[src/rtl/flow_8to16.sv]
// Byte-to-word packer: pairs 8 bit beats into 16 bit words
// and buffers completed words in a small FIFO.
module flow_8to16 #(
  parameter int LSB_FIRST = 1,
  parameter int DEPTH     = 2
) (
  input  logic                         clk,
  input  logic                         rst,
  input  logic                         cfg_en,
  input  logic                         src_val,
  output logic                         src_rdy,
  input  logic [7:0]                   src_data,
  output logic                         dst_val,
  input  logic                         dst_rdy,
  output logic [15:0]                  dst_data,
  output logic                         stat_partial,
  output logic [$clog2(DEPTH+1)-1:0]   stat_level
);

  localparam int PW = (DEPTH > 1) ? $clog2(DEPTH) : 1;
  localparam int LW = $clog2(DEPTH + 1);
  localparam logic [LW-1:0] FULL_LVL = LW'(DEPTH);

  typedef enum logic {
    PH0 = 1'b0,
    PH1 = 1'b1
  } phase_t;

  phase_t          phase_q;
  phase_t          phase_d;
  logic [7:0]      hold_q;
  logic [15:0]     mem_q [DEPTH];
  logic [PW-1:0]   wr_ptr;
  logic [PW-1:0]   rd_ptr;
  logic [LW-1:0]   level;
  logic            full;
  logic            acc;
  logic            push;
  logic            pop;
  logic [15:0]     word;

  assign full    = (level == FULL_LVL);
  assign src_rdy = cfg_en & ((phase_q == PH0) | ~full);
  assign acc     = src_val & src_rdy & cfg_en;
  assign push    = acc & (phase_q == PH1);
  assign pop     = dst_val & dst_rdy;
  assign word    = (LSB_FIRST != 0) ? {src_data, hold_q}
                                    : {hold_q, src_data};

  always_comb begin
    phase_d = phase_q;
    unique case (1'b1)
      !cfg_en: phase_d = PH0;
      acc:     phase_d = (phase_q == PH0) ? PH1 : PH0;
      default: phase_d = phase_q;
    endcase
  end

  always_ff @(posedge clk or posedge rst) begin
    if (rst) begin
      phase_q <= PH0;
    end else begin
      phase_q <= phase_d;
    end
  end

  always_ff @(posedge clk or posedge rst) begin
    if (rst) begin
      hold_q <= '0;
    end else if (!cfg_en) begin
      hold_q <= '0;
    end else if (acc && phase_q == PH0) begin
      hold_q <= src_data;
    end
  end

  // Disable wipes buffered words so stale data never reappears.
  always_ff @(posedge clk or posedge rst) begin
    if (rst) begin
      for (int i = 0; i < DEPTH; i++) mem_q[i] <= '0;
      wr_ptr <= '0;
      rd_ptr <= '0;
      level  <= '0;
    end else if (!cfg_en) begin
      for (int i = 0; i < DEPTH; i++) mem_q[i] <= '0;
      wr_ptr <= '0;
      rd_ptr <= '0;
      level  <= '0;
    end else begin
      if (push) begin
        mem_q[wr_ptr] <= word;
        wr_ptr        <= wr_ptr + PW'(1);
      end
      if (pop) begin
        rd_ptr <= rd_ptr + PW'(1);
      end
      unique case ({push, pop})
        2'b10:   level <= level + LW'(1);
        2'b01:   level <= level - LW'(1);
        default: level <= level;
      endcase
    end
  end

  assign dst_val      = (level != '0);
  assign dst_data     = mem_q[rd_ptr];
  assign stat_partial = (phase_q == PH1);
  assign stat_level   = level;

endmodule

[config.mk]
export PLATFORM = sky130hd
export DESIGN_NAME = flow_8to16
export DESIGN_NICKNAME = d
export VERILOG_FILES = /design/src/rtl/flow_8to16.sv
export SDC_FILE = /design/constraint.sdc
export NUM_CORES = 1
export LEC_CHECK = 0
export BUFFER_PORTS_ARGS = -buffer_cell sky130_fd_sc_hd__buf_2
export CORE_MARGIN = 5
export CORE_UTILIZATION = 45
export DETAILED_ROUTE_END_ITERATION = 8
export MAX_ROUTING_LAYER = met4
export PLACE_DENSITY = 0.66
export SLEW_MARGIN = 20
export SYNTH_ARGS = -nofsm -noshare
export SYNTH_HDL_FRONTEND = slang
export SYNTH_SLANG_ARGS = --single-unit
[constraint.sdc]
create_clock -name clk -period 2.4 [get_ports clk]
set_clock_uncertainty 0.1 [all_clocks]
set_input_delay 0.36 -clock clk [delete_from_list [all_inputs] [get_ports clk]]
set_output_delay 0.36 -clock clk [all_outputs]
set_load 0.02 [all_outputs]
-- Word level (Yosys, flattened, before mapping)
Cells that the tools add are included.
W data, S select, Z words.
- output and inout bits: 21
- flip-flop bits (word level): 45
- word-level logic and storage cells: 54
- bits of input ports: 13
- add/subtract/negate cells: 4
- equality and inequality tests: 7
- bitwise gates (word level): 10
- reduce and logical (&&, ||, !) cells: 5
- magnitude comparators: 3
- muxes and demuxes: 18
- operators by type and width (cell ; count):
    $mux W16 ; 4
    $mux W32 ; 2
    $bwmux W32 ; 1
    $demux W16 S1 ; 1
    $mux W8 ; 2
    $ne A2 B1 Y1 const B ; 3
    $and A1 B1 Y1 ; 5
    $mux W1 ; 5
    $eq A2 B2 Y1 const B ; 2
    $ge A2 B2 Y1 const B ; 2
    $not A1 Y2 ; 2
    $pmux W2 S2 ; 1
    $reduce_bool A2 Y1 ; 2
    $ne A3 B1 Y1 const B ; 1
    $add A1 B1 Y1 const B ; 2
    $add A2 B1 Y2 const B ; 1
    $eq A2 B1 Y1 const B ; 1
    $logic_and A1 B1 Y1 ; 2
    $lt A2 B1 Y1 const B ; 1
    $mux W2 ; 1
    $not A1 Y1 ; 2
    $pmux W1 S2 ; 1
    $sub A2 B1 Y2 const B ; 1
    $logic_not A1 Y1 ; 1
    $or A1 B1 Y1 ; 1

-- Logic depth before layout (Yosys ltp)
- depth after elaboration: 10
- gate-level depth with buffers: 6
- gate-level depth less buffers: 3

-- Least setup slack after synthesis
OpenSTA, ideal clock, no wires.
- path type: reg2reg
- start point: register level[1] (netlist: stat_level[1])
- end point: register mem_q[16] (netlist bit)
- clock period less this slack: 1.827 ns
- buffers on the path: 2
- arrival time: 1.604 ns
- required time: 2.177 ns
- stages on the path, launching flop included: 6
- setup time: 0.123 ns
- path slack: 0.573 ns
- cell sequence: dfrtp_1 nor2b_2 or4b_4 buf_6 buf_12 mux2i_1
- longest elaborated chain between the ends: 8
- ends and longest elaborated chain (what ; RTL line ; source):
    start: declaration ; 35 ; logic [LW-1:0] level;
    start signal: assignment ; 98 ; 2'b10: level <= level + LW'(1);
    start signal: assignment ; 99 ; 2'b01: level <= level - LW'(1);
    start signal: assignment ; 100 ; default: level <= level;
    $eq A2 B2 Y1 ; 42 ; assign full = (level == FULL_LVL);
    $not A1 Y1 ; 43 ; assign src_rdy = cfg_en & ((phase_q == PH0) | ~full);
    $or A1 B1 Y1 ; 43 ;
    $and A1 B1 Y1 ; 43 ;
    $and A1 B1 Y1 (2 in a row) ; 44 ; assign acc = src_val & src_rdy & cfg_en;
    $and A1 B1 Y1 ; 45 ; assign push = acc & (phase_q == PH1);
    $ne A2 B1 Y1 (no line) ; -- ;
    end signal: indexed assignment ; 91 ; mem_q[wr_ptr] <= word;
    end: declaration ; 32 ; logic [15:0] mem_q [DEPTH];
No other way between the ends.
A chain may end at the register's enable or synchronous reset.

-- Worst setup path after layout
- start point: register rd_ptr
- end point: output dst_data[13]
- longest elaborated chain between the ends: 4
- ends and longest elaborated chain (what ; RTL line ; source):
    start: declaration ; 34 ; logic [PW-1:0] rd_ptr;
    start signal: assignment ; 95 ; rd_ptr <= rd_ptr + PW'(1);
    $not A1 Y2 (implied by the code) ; 106 ; assign dst_data = mem_q[rd_ptr];
    $mux W16 (implied by the code) (3 in a row) ; 106 ;
    end: declaration ; 15 ; output logic [15:0] dst_data,
No other way between the ends. The select of a mux whose other input is x is not followed.

==> impl_metrics.csv <==
group,metric,value,unit
synthesis,synth-seq-area-share,51.9,%
route,drt.antenna.violating_nets,0,
final_layout,final_layout_size_suffix_gt1_share,20.7,%
clock_network,cts_setup_buffers,0,
global_route,grt_max_degree,46,
die,num_rows,25,
synthesis,ys_ff_latch,45,
clock_network,clk_pin_slew_worst_paths,80,ps
timing,finalSetupViolCount,0,
clock_network,cts-hold-fix-buffers,0,
final_layout,utilization,52.6,%
clock_network,cts_buffers,5,
clock_network,htreeDepth,2,
timing,slew-limit-headroom,61.5,%
clock_network,clock_latency,290,ps
placed_design,dpl.hpwl,3040,um
synthesis,async_flop_share,100,%
hold_path,hp-class,"input port to asynchronous set/reset pin",
die,dieArea,0.00631,mm^2
timing,holdWs,91.7,ps
clock_network,cts_tree,"yes",
die,die_h,79.4,um
worst_setup_path,cp_cell_sequence,"buf_4 > mux2_1 > buf_2",
worst_setup_path,worstSetupPathType,"register to primary output",
route,firstDrtPassIters,4,
synthesis,yosysWarnings,0,
route,drc,0,
synthesis,synth_area_per_cell,10.4,um^2
global_route,grt_overflow,0,
synthesis,synth_top_area_cell,"dfrtp_1",
pwr,p_leak,1.45,nW
worst_setup_path,crit_path_max_fanout,12,
clock_network,cts.sinks,45,
timing,hold_viol_final,0,
die,io_pins,34,
synthesis,synth_top_area_share,51.9,%
global_route,grt_first_pass_wirelength,7360,um
clock_network,cts_resized,0,
outcome,status,"finished clean",
worst_setup_path,ff2ff_setup_slack,640,ps
worst_setup_path,start_kind,"register",
timing,fmax,493,MHz
route,drtIter0Drc,131,
route,via_per_inst,5.12,
die,coreArea,0.00469,mm^2
synthesis,syn-cell-area,0.00217,mm^2
placed_design,port_buffers,33,
global_route,grt_pass1_vias,1548,
die,start_util,46.2,%
route,routedWlPerCell,14.6,um
clock_network,cts.path.max_buffers,2,
route,num_vias,1516,
timing,final_max_slew_viol_count,0,
pwr,ir_drop,0.000277,V
final_layout,area_delta_synth_final,13.9,%
timing,tns,0,ps
worst_setup_path,arrival,1570,ps
final_layout,final_nets,255,
synthesis,postSynthCellCount,209,
synthesis,ys_types,31,
global_route,track_usage,15.5,%
route,drt-total-wl,4310,um
final_layout,diodes,0,
worst_setup_path,required,1940,ps
worst_setup_path,cp_slowest_stage_delay,480,ps
worst_setup_path,slowest_stage,"dfrtp_1",
worst_setup_path,path_buf_inv,2,
synthesis,synth_edf_count,0,
timing,rsz0062_at_grt,"no",
worst_setup_path,cp-end-kind,"primary output",
synthesis,synthFlopType,"dfrtp_1",
clock_network,cts-root-buf,"clkbuf_8",
synthesis,synth_fp_nets,222,
timing,tightestPinTransition,578,ps
die,dieWidth,79.4,um
worst_setup_path,critical-path-top-delay-family,"flip-flops",
placed_design,routabilityCongestion,0.791,
global_route,antenna_found_initial,0,
timing,finalCritPeriodShare,84.5,%
pwr,p_per_area,604,mW/mm^2
synthesis,synth_area_leaders,"dfrtp_1, mux2i_1, nand2_1",
flow_run,drv_cap,0,
timing,post-route-min-period,2030,ps
-- cell usage after synthesis, types with 2 or more instances --
library cell and number:
a21oi_1 10, buf_2 3, clkbuf_1 6, dfrtp_1 45, inv_1 18, mux2_1 16, mux2i_1 32, nand2_1 53
nor2_1 3, o21ai_1 2
-- metrics by stage --
| step | worst slack (ps) | instance area (um^2) | cells | total power (W) |
|---|---|---|---|---|
| finish | 371 | 2470 | 296 | 0.00149 |
| floorplan | 573 | 2170 | 209 | 0.000908 |
| detailed placement | 645 | 2370 | 289 | 0.000956 |
| global placement | 675 | 2370 | 289 | 0.000954 |
| global route | 305 | 2470 | 296 | 0.00157 |
| CTS | 344 | 2470 | 296 | 0.00151 |
-- cell families after synthesis --
| family | synth area share, % |
|---|---|
| DFF | 51.9 |
| AOI/OAI and AO/OA | 4.44 |
| and+or+nand+nor | 13.2 |
| muxes | 23.1 |
| xor gates and xnor gates | 0.404 |
| buffers and inverters | 6.98 |
-- path summary, 6_finish.rpt --
kind                       depth (start not counted)                    end                       from
setup reg to reg                                   3  mem_q[17]$_DFFE_PP0P_  stat_level[1]$_DFFE_PP0P_
hold reg to reg                                    2  mem_q[14]$_DFFE_PP0P_      mem_q[14]$_DFFE_PP0P_
setup / recovery                                   3           dst_data[13]         rd_ptr$_DFFE_PP0P_
max in group asynchronous                          3  mem_q[14]$_DFFE_PP0P_                        rst
min in group clk                                   3  hold_q[2]$_DFFE_PP0P_                src_data[2]
hold / removal                                     3  mem_q[10]$_DFFE_PP0P_                        rst
-- state kept, by name, indices dropped and copies added (netlist names) --
| signal | count |
|---|---|
| rd_ptr | 1 |
| wr_ptr | 1 |
| mem_q | 32 |
| stat_partial | 1 |
| hold_q | 8 |
| stat_level | 2 |
-- metal layers --
| layer | GRT usage (%) | part of all wire, % | up-vias |
|---|---|---|---|
| met1 | 19.4 | 46 | 739 |
| met4 | 4.64 | 1.4 | 0 |
| li1 | - | - | 745 |
| met3 | 3.95 | 4.0 | 5 |
| met5 | - | 0 | - |
| met2 | 24.8 | 49 | 27 |
-- power by group --
| part | leakage, nW | internal, W | switching, W | total (W) |
|---|---|---|---|---|
| Combinational | 0.778 | 0.0000505 | 0.0000946 | 0.000145 |
| Sequential | 0.620 | 0.000778 | 0.0000150 | 0.000793 |
| Clock | 0.0540 | 0.000303 | 0.000251 | 0.000554 |
| Total | 1.45 | 0.00113 | 0.000361 | 0.00149 |
-- area by class of cell --
cell class,instances,area [um^2]
Clock buffer,5,68.8
Clock inverter,2,35.0
Fill cell,459,2220
Inverter,19,71.3
Multi-Input combinational cell,132,891
Sequential cell,45,1130
Tap cell,54,67.6
Timing Repair Buffer,39,210
-- layout by cell type, fill, tap and decap left out, types with 2 or more instances in the layout --
master	count
buf_4	6
buf_2	33
nor2_1	3
dfrtp_1	45
clkbuf_8	5
a21oi_1	10
o21ai_1	2
mux2_1	16
inv_1	17
nand2_1	53
mux2i_1	32
-- tightest hold or removal path: stages --
cell and delay [ps]:
buf_2 100, clkinv_1 30, buf_4 460
No activity file was read; power rests on OpenSTA's default activity.
